--- config.mk ---
export PLATFORM = sky130hd
export DESIGN_NAME = imem_fetch_ctrl
export DESIGN_NICKNAME = d
export VERILOG_FILES = /design/src/rtl/imem_fetch_pkg.sv /design/src/rtl/imem_fetch_queue.sv /design/src/rtl/imem_fetch_ctrl.sv
export SDC_FILE = /design/constraint.sdc
export NUM_CORES = 1
export LEC_CHECK = 0
export CORE_AREA = 8 8 130 132
export DETAILED_ROUTE_END_ITERATION = 16
export DIE_AREA = 0 0 138 140
export PLACE_DENSITY_LB_ADDON = 0.08
export SYNTH_ARGS = -nofsm -noshare
export SYNTH_HDL_FRONTEND = slang
export SYNTH_SLANG_ARGS = --single-unit
--- constraint.sdc ---
create_clock -name clk -period 10.7 [get_ports clk]
set_clock_uncertainty 0.2 [all_clocks]
set_input_delay 2.14 -clock clk [delete_from_list [all_inputs] [get_ports clk]]
set_output_delay 2.14 -clock clk [all_outputs]
set_load 0.03 [all_outputs]
--- src/rtl/imem_fetch_pkg.sv ---
// ---- imem_fetch_pkg : shared types for the instruction-fetch sequencer | rev 1.0 ----
`default_nettype none

package imem_fetch_pkg;

  localparam int          INSN_W  = 32;
  localparam logic [31:0] PC_STEP = 32'd4;

  typedef enum logic [1:0] {
    BOOT  = 2'd0,
    RUN   = 2'd1,
    HALT  = 2'd2,
    FAULT = 2'd3
  } fetch_state_e;

  typedef struct packed {
    logic [31:0]       pc;
    logic [INSN_W-1:0] insn;
  } fetch_entry_t;

endpackage

`default_nettype wire

--- src/rtl/imem_fetch_queue.sv ---
// ---- fetch_queue : flushable shift FIFO whose head is always slot 0 (registered) | rev 1.0 ----
`default_nettype none

module fetch_queue
  import imem_fetch_pkg::*;
#(
  parameter int DEPTH = 2,
  parameter int CNT_W = $clog2(DEPTH) + 1
) (
  input  logic             clk,
  input  logic             rst,
  input  logic             flush_i,
  input  logic             push_i,
  input  fetch_entry_t     entry_i,
  input  logic             pop_i,
  output fetch_entry_t     head_o,
  output logic             valid_o,
  output logic [CNT_W-1:0] count_o
);

  fetch_entry_t     slot_q [DEPTH];
  fetch_entry_t     slot_d [DEPTH];
  logic [CNT_W-1:0] count_q;
  logic [CNT_W-1:0] count_d;
  logic [CNT_W-1:0] wr_idx;
  logic             do_pop;
  logic             do_push;

  always_comb begin
    do_pop  = pop_i && (count_q != '0) && !flush_i;
    do_push = push_i && (count_q != CNT_W'(DEPTH)) && !flush_i;
    wr_idx  = count_q - CNT_W'(do_pop);
    slot_d  = slot_q;
    // Popping shifts everything one slot toward the head; the vacated tail is left stale.
    if (do_pop) begin
      for (int i = 0; i < DEPTH - 1; i++) begin
        slot_d[i] = slot_q[i + 1];
      end
    end
    for (int i = 0; i < DEPTH; i++) begin
      if (do_push && (wr_idx == CNT_W'(i))) begin
        slot_d[i] = entry_i;
      end
    end
    count_d = count_q + CNT_W'(do_push) - CNT_W'(do_pop);
    if (flush_i) begin
      count_d = '0;
    end
  end

  always_ff @(posedge clk or posedge rst) begin
    if (rst) begin
      for (int i = 0; i < DEPTH; i++) begin
        slot_q[i] <= '0;
      end
      count_q <= '0;
    end else begin
      slot_q  <= slot_d;
      count_q <= count_d;
    end
  end

  assign head_o  = slot_q[0];
  assign valid_o = (count_q != '0);
  assign count_o = count_q;

endmodule

`default_nettype wire

--- src/rtl/imem_fetch_ctrl.sv ---
// ---- imem_fetch_ctrl : owns the fetch PC, requests words and hands them to decode | rev 1.0 ----
`default_nettype none

module imem_fetch_ctrl
  import imem_fetch_pkg::*;
#(
  parameter logic [31:0] RESET_PC = 32'h0000_0000,
  parameter int          QDEPTH   = 2
) (
  input  logic              clk,
  input  logic              rst,
  output logic [31:0]       imem_addr_o,
  output logic              imem_en_o,
  input  logic              imem_gnt_i,
  input  logic [INSN_W-1:0] imem_rdata_i,
  input  logic              redirect_valid_i,
  input  logic [31:0]       redirect_pc_i,
  input  logic              halt_req_i,
  output logic              inst_valid_o,
  input  logic              inst_ready_i,
  output logic [INSN_W-1:0] inst_data_o,
  output logic [31:0]       inst_pc_o,
  output logic              fault_o
);

  localparam int CNT_W = $clog2(QDEPTH) + 1;

  fetch_state_e     state_q;
  logic [31:0]      fetch_pc_q;
  logic             fault_q;
  logic [CNT_W-1:0] count;
  logic             push;
  logic             pop;
  logic             redir_aligned;
  fetch_entry_t     head;
  fetch_entry_t     new_entry;

  // Request enable depends only on registered state, never on grant or ready.
  assign imem_en_o     = (state_q == RUN) && (count < CNT_W'(QDEPTH));
  assign redir_aligned = (redirect_pc_i[1:0] == 2'b00);
  assign push          = imem_en_o && imem_gnt_i && !redirect_valid_i && !halt_req_i;
  assign pop           = inst_valid_o && inst_ready_i && !redirect_valid_i;
  assign new_entry     = '{pc: fetch_pc_q, insn: imem_rdata_i};

  always_ff @(posedge clk or posedge rst) begin
    if (rst) begin
      state_q    <= BOOT;
      fetch_pc_q <= RESET_PC;
      fault_q    <= 1'b0;
    end else if (redirect_valid_i) begin
      if (redir_aligned) begin
        fetch_pc_q <= redirect_pc_i;
        state_q    <= halt_req_i ? HALT : RUN;
        fault_q    <= 1'b0;
      end else begin
        state_q <= FAULT;
        fault_q <= 1'b1;
      end
    end else begin
      case (state_q)
        BOOT: state_q <= RUN;
        RUN: begin
          if (halt_req_i) begin
            state_q <= HALT;
          end else if (push) begin
            fetch_pc_q <= fetch_pc_q + PC_STEP;
          end
        end
        HALT: begin
          if (!halt_req_i) begin
            state_q <= RUN;
          end
        end
        FAULT:   state_q <= FAULT;
        default: state_q <= BOOT;
      endcase
    end
  end

  fetch_queue #(
    .DEPTH (QDEPTH),
    .CNT_W (CNT_W)
  ) u_queue (
    .clk     (clk),
    .rst     (rst),
    .flush_i (redirect_valid_i),
    .push_i  (push),
    .entry_i (new_entry),
    .pop_i   (pop),
    .head_o  (head),
    .valid_o (inst_valid_o),
    .count_o (count)
  );

  assign imem_addr_o = fetch_pc_q;
  assign inst_data_o = head.insn;
  assign inst_pc_o   = head.pc;
  assign fault_o     = fault_q;

endmodule

`default_nettype wire

==> impl_metrics.json <==
{
  "status": "complete, no violations",
  "reg2reg_slack_ns": 6.68,
  "post-route-cell-area_um2": 9970,
  "maxSlewViolCount": 0,
  "synth_area_leaders": "dfrtp_1 (51%), mux2i_1 (9.2%), mux2_2 (7.1%)",
  "p_comb_share_pct": 35.6,
  "max_cap_violations": 0,
  "clkLatencyLatePin_ns": 0.42,
  "worstPathArrival_ns": 6.31,
  "whs_endpoint": "u_queue.slot_q[35]",
  "p_per_area_nw_per_um2": 241,
  "firstDrtPassIters": 5,
  "synth.cell_area_um2": 8140,
  "fin_cells": 1025,
  "tightest_slew_ns": 1.15,
  "fillCellCount": 1123,
  "grt_pass1_wl_um": 31600,
  "regArea_um2": 4130,
  "setup_tns_ns": 0,
  "setup_viol": 0,
  "dieHeight_um": 140,
  "rsz0062_at_grt": "no",
  "multi_input_area_um2": 3230,
  "numClockSinks": 165,
  "r2r_start": "u_queue.count_o[1]",
  "final_net_count": 898,
  "avgSynthCellArea_um2": 11.0,
  "cts_hold_buffers": 0,
  "most-common-layout-cells": "clkdlybuf4s50_1 (168), dfrtp_1 (165), a21oi_1 (87)",
  "rows": 45,
  "hp-class": "flip-flop to flip-flop",
  "drc": 0,
  "switchingPower_w": 0.000848,
  "core-area_um2": 14900,
  "synth_seq_area_share_pct": 50.7,
  "fin_crit_ns": 6.20,
  "critical_path_class": "primary input to flip-flop",
  "report.final.hold_viol_count": 0,
  "fmax_mhz": 161,
  "worst_setup_path_start_kind": "primary input",
  "diodes": 0,
  "cts_setup_buffers": 0,
  "swShare_pct": 35.3,
  "antenna_found_initial": 0,
  "fp.dieW_um": 138,
  "post-place-ws_ns": 4.09,
  "hold_depth": 1,
  "hpwl_um": 12900,
  "start_util_pct": 54.7,
  "ys.flop_type": "dfrtp_1",
  "die-area_um2": 19300,
  "synth_cell_types": 60,
  "port-buffer-count": 168,
  "grt_use_total_pct": 20.0,
  "mostFrequentLayoutCell": "clkdlybuf4s50_1",
  "path_max_fanout": 65,
  "drtAntennaViolNets": 0,
  "grt_pass1_vias": 6025,
  "gp_congestion": 0.795,
  "power.share.sequential_pct": 38.2,
  "peakVddDrop_mv": 0.116,
  "syn_nets": 817,
  "rr_worst_depth": 7,
  "synth_top_area_cell": "dfrtp_1",
  "cts_tree": "yes",
  "io_pins": 169,
  "synthCells": 743,
  "areaGrowthSynthToFinish_pct": 22.6,
  "final_layout_size_suffix_gt1_share_pct": 13.1,
  "leakage_nw": 4.27,
  "synth-async-reset-ratio_pct": 100,
  "synth-seq-cells": 165,
  "wl_per_cell_um": 18.9,
  "fin_crit_sh_pct": 58.0,
  "post_drt_via_cell_ratio": 5.66,
  "synth_warnings": 0,
  "cts_root_buffer": "clkbuf_16",
  "vias": 5798,
  "setup_ws_ns": 4.50,
  "required_ns": 10.81,
  "drtIter0Drc": 465,
  "hold_path.startpoint": "u_queue.slot_q[35]",
  "synth_top_area_share_pct": 50.7,
  "htreeDepth": 4,
  "cts-resized-gates": 0,
  "placed_area_um2": 9370,
  "clock_path_buffers": 2,
  "slew_headroom_pct": 23.4,
  "grt_overflow": 0,
  "clkTransAtPathRegs_ns": 0.06,
  "drt_wl_total_um": 19400,
  "grt_max_degree": 121,
  "p_int_w": 0.00156,
  "synth_edf_count": 0,
  "cts_buffers": 17,
  "power_frac_clock_pct": 26.1,
  "dp.cells": 993,
  "r2r-end": "u_queue.slot_q[22]",
  "crit_path_end_kind": "flip-flop"
}
-- flip-flops by register name, indices dropped and copies added (netlist names) --
signal	cells
u_queue.head_o	64
u_queue.slot_q	64
imem_addr_o	32
state_q	2
u_queue.count_o	2
fault_o	1
-- critical path: stages --
cell	delay [ns]
clkdlybuf4s50_1	0.46
buf_4	0.34
inv_1	0.33
and3_4	0.26
buf_4	0.47
ha_1	0.42
nor3_4	0.71
buf_4	0.70
mux2_2	0.41
-- power groups by stage --
stage          Clock (W)  Sequential [W]  Combinational (W)
5_1_grt         0.000668        0.000942           0.000913
6_report        0.000628        0.000920           0.000857
2_1_floorplan          0        0.000913           0.000673
4_1_cts         0.000637        0.000921           0.000870
3_3_place_gp           0        0.000923           0.000851
3_5_place_dp           0        0.000929           0.000867
-- per-layer routing --
| layer | GRT usage [%] | up-vias | part of all wire, % | routed length, um |
|---|---|---|---|---|
| li1 | - | 2730 | - | - |
| met1 | 25.3 | 2864 | 45 | 8750 |
| met2 | 32.5 | 176 | 48 | 9380 |
| met3 | 4.73 | 28 | 4.7 | 905 |
| met4 | 7.95 | 0 | 2.0 | 380 |
| met5 | 0 | - | 0 | 0 |
-- synthesized netlist by cell type, types with 2 or more instances --
cell type / instances
mux2_2: 51
nor2b_1: 4
nor4_1: 2
dfrtp_1: 165
o31ai_1: 2
nand4_1: 10
or4_4: 2
xnor2_1: 2
nor3b_1: 2
mux2_1: 14
mux2i_1: 75
buf_6: 3
a221o_1: 5
inv_1: 8
a22oi_1: 3
and3_1: 5
o21ai_0: 12
a31oi_1: 3
o221a_2: 2
nor2_1: 80
buf_4: 66
a21oi_1: 87
nor3b_2: 2
ha_1: 4
o22ai_1: 7
or3_1: 8
buf_2: 14
nand2_1: 22
nor3_1: 9
a311o_1: 3
buf_1: 2
nand3_1: 16
clkbuf_1: 25
a22o_1: 2
-- per-stage QoR --
stage / util, % / total power [W] / hold WS, ns
after global routing: 67.1 / 0.00252 / 0.301
final: 67.1 / 0.00240 / 0.286
after floorplan: - / 0.00159 / 0.258
after global placement: 63.0 / 0.00177 / 0.267
after detailed placement: 63.0 / 0.00180 / 0.276
after CTS: 67.1 / 0.00243 / 0.290
-- worst max-delay path by stage --
stage	startpoint	to	slack (ns)	cells past startpoint
global route	redirect_valid_i	u_queue.head_o[17]	4.24	10
finish	redirect_valid_i	u_queue.slot_q[22]	4.50	9
detailed placement	redirect_valid_i	u_queue.slot_q[0]	4.09	9
global placement	redirect_valid_i	u_queue.slot_q[45]	4.21	9
floorplan	rst	fault_o	3.90	1
CTS	redirect_valid_i	u_queue.slot_q[17]	4.51	9
-- final cells by class --
| class | count | share of cell area, % |
|---|---|---|
| flip-flops and latches | 165 | 41.4 |
| multi-input cells | 456 | 32.3 |
| repair buffers | 176 | 17.5 |
| clock buffers | 20 | 4.58 |
| well taps | 188 | 2.36 |
| clock inverters | 12 | 1.51 |
| inverters | 8 | 0.351 |
-- kinds of logic (layout without fill, tap and decap cells) --
| logic type | after synthesis | after routing | share of synthesized area (%) |
|---|---|---|---|
| AO/OA/AOI/OAI | 134 | 134 | 9.67 |
| XOR/XNOR | 3 | 3 | 0.323 |
| adder cells (fa/ha/maj) | 4 | 4 | 0.615 |
| buffers and inverters | 122 | 216 | 9.73 |
| flip-flops | 165 | 165 | 50.7 |
| multiplexers | 140 | 140 | 18.2 |
| AND/OR/NAND/NOR | 175 | 175 | 10.7 |
Note: power is estimated with default switching activity, not from simulation.
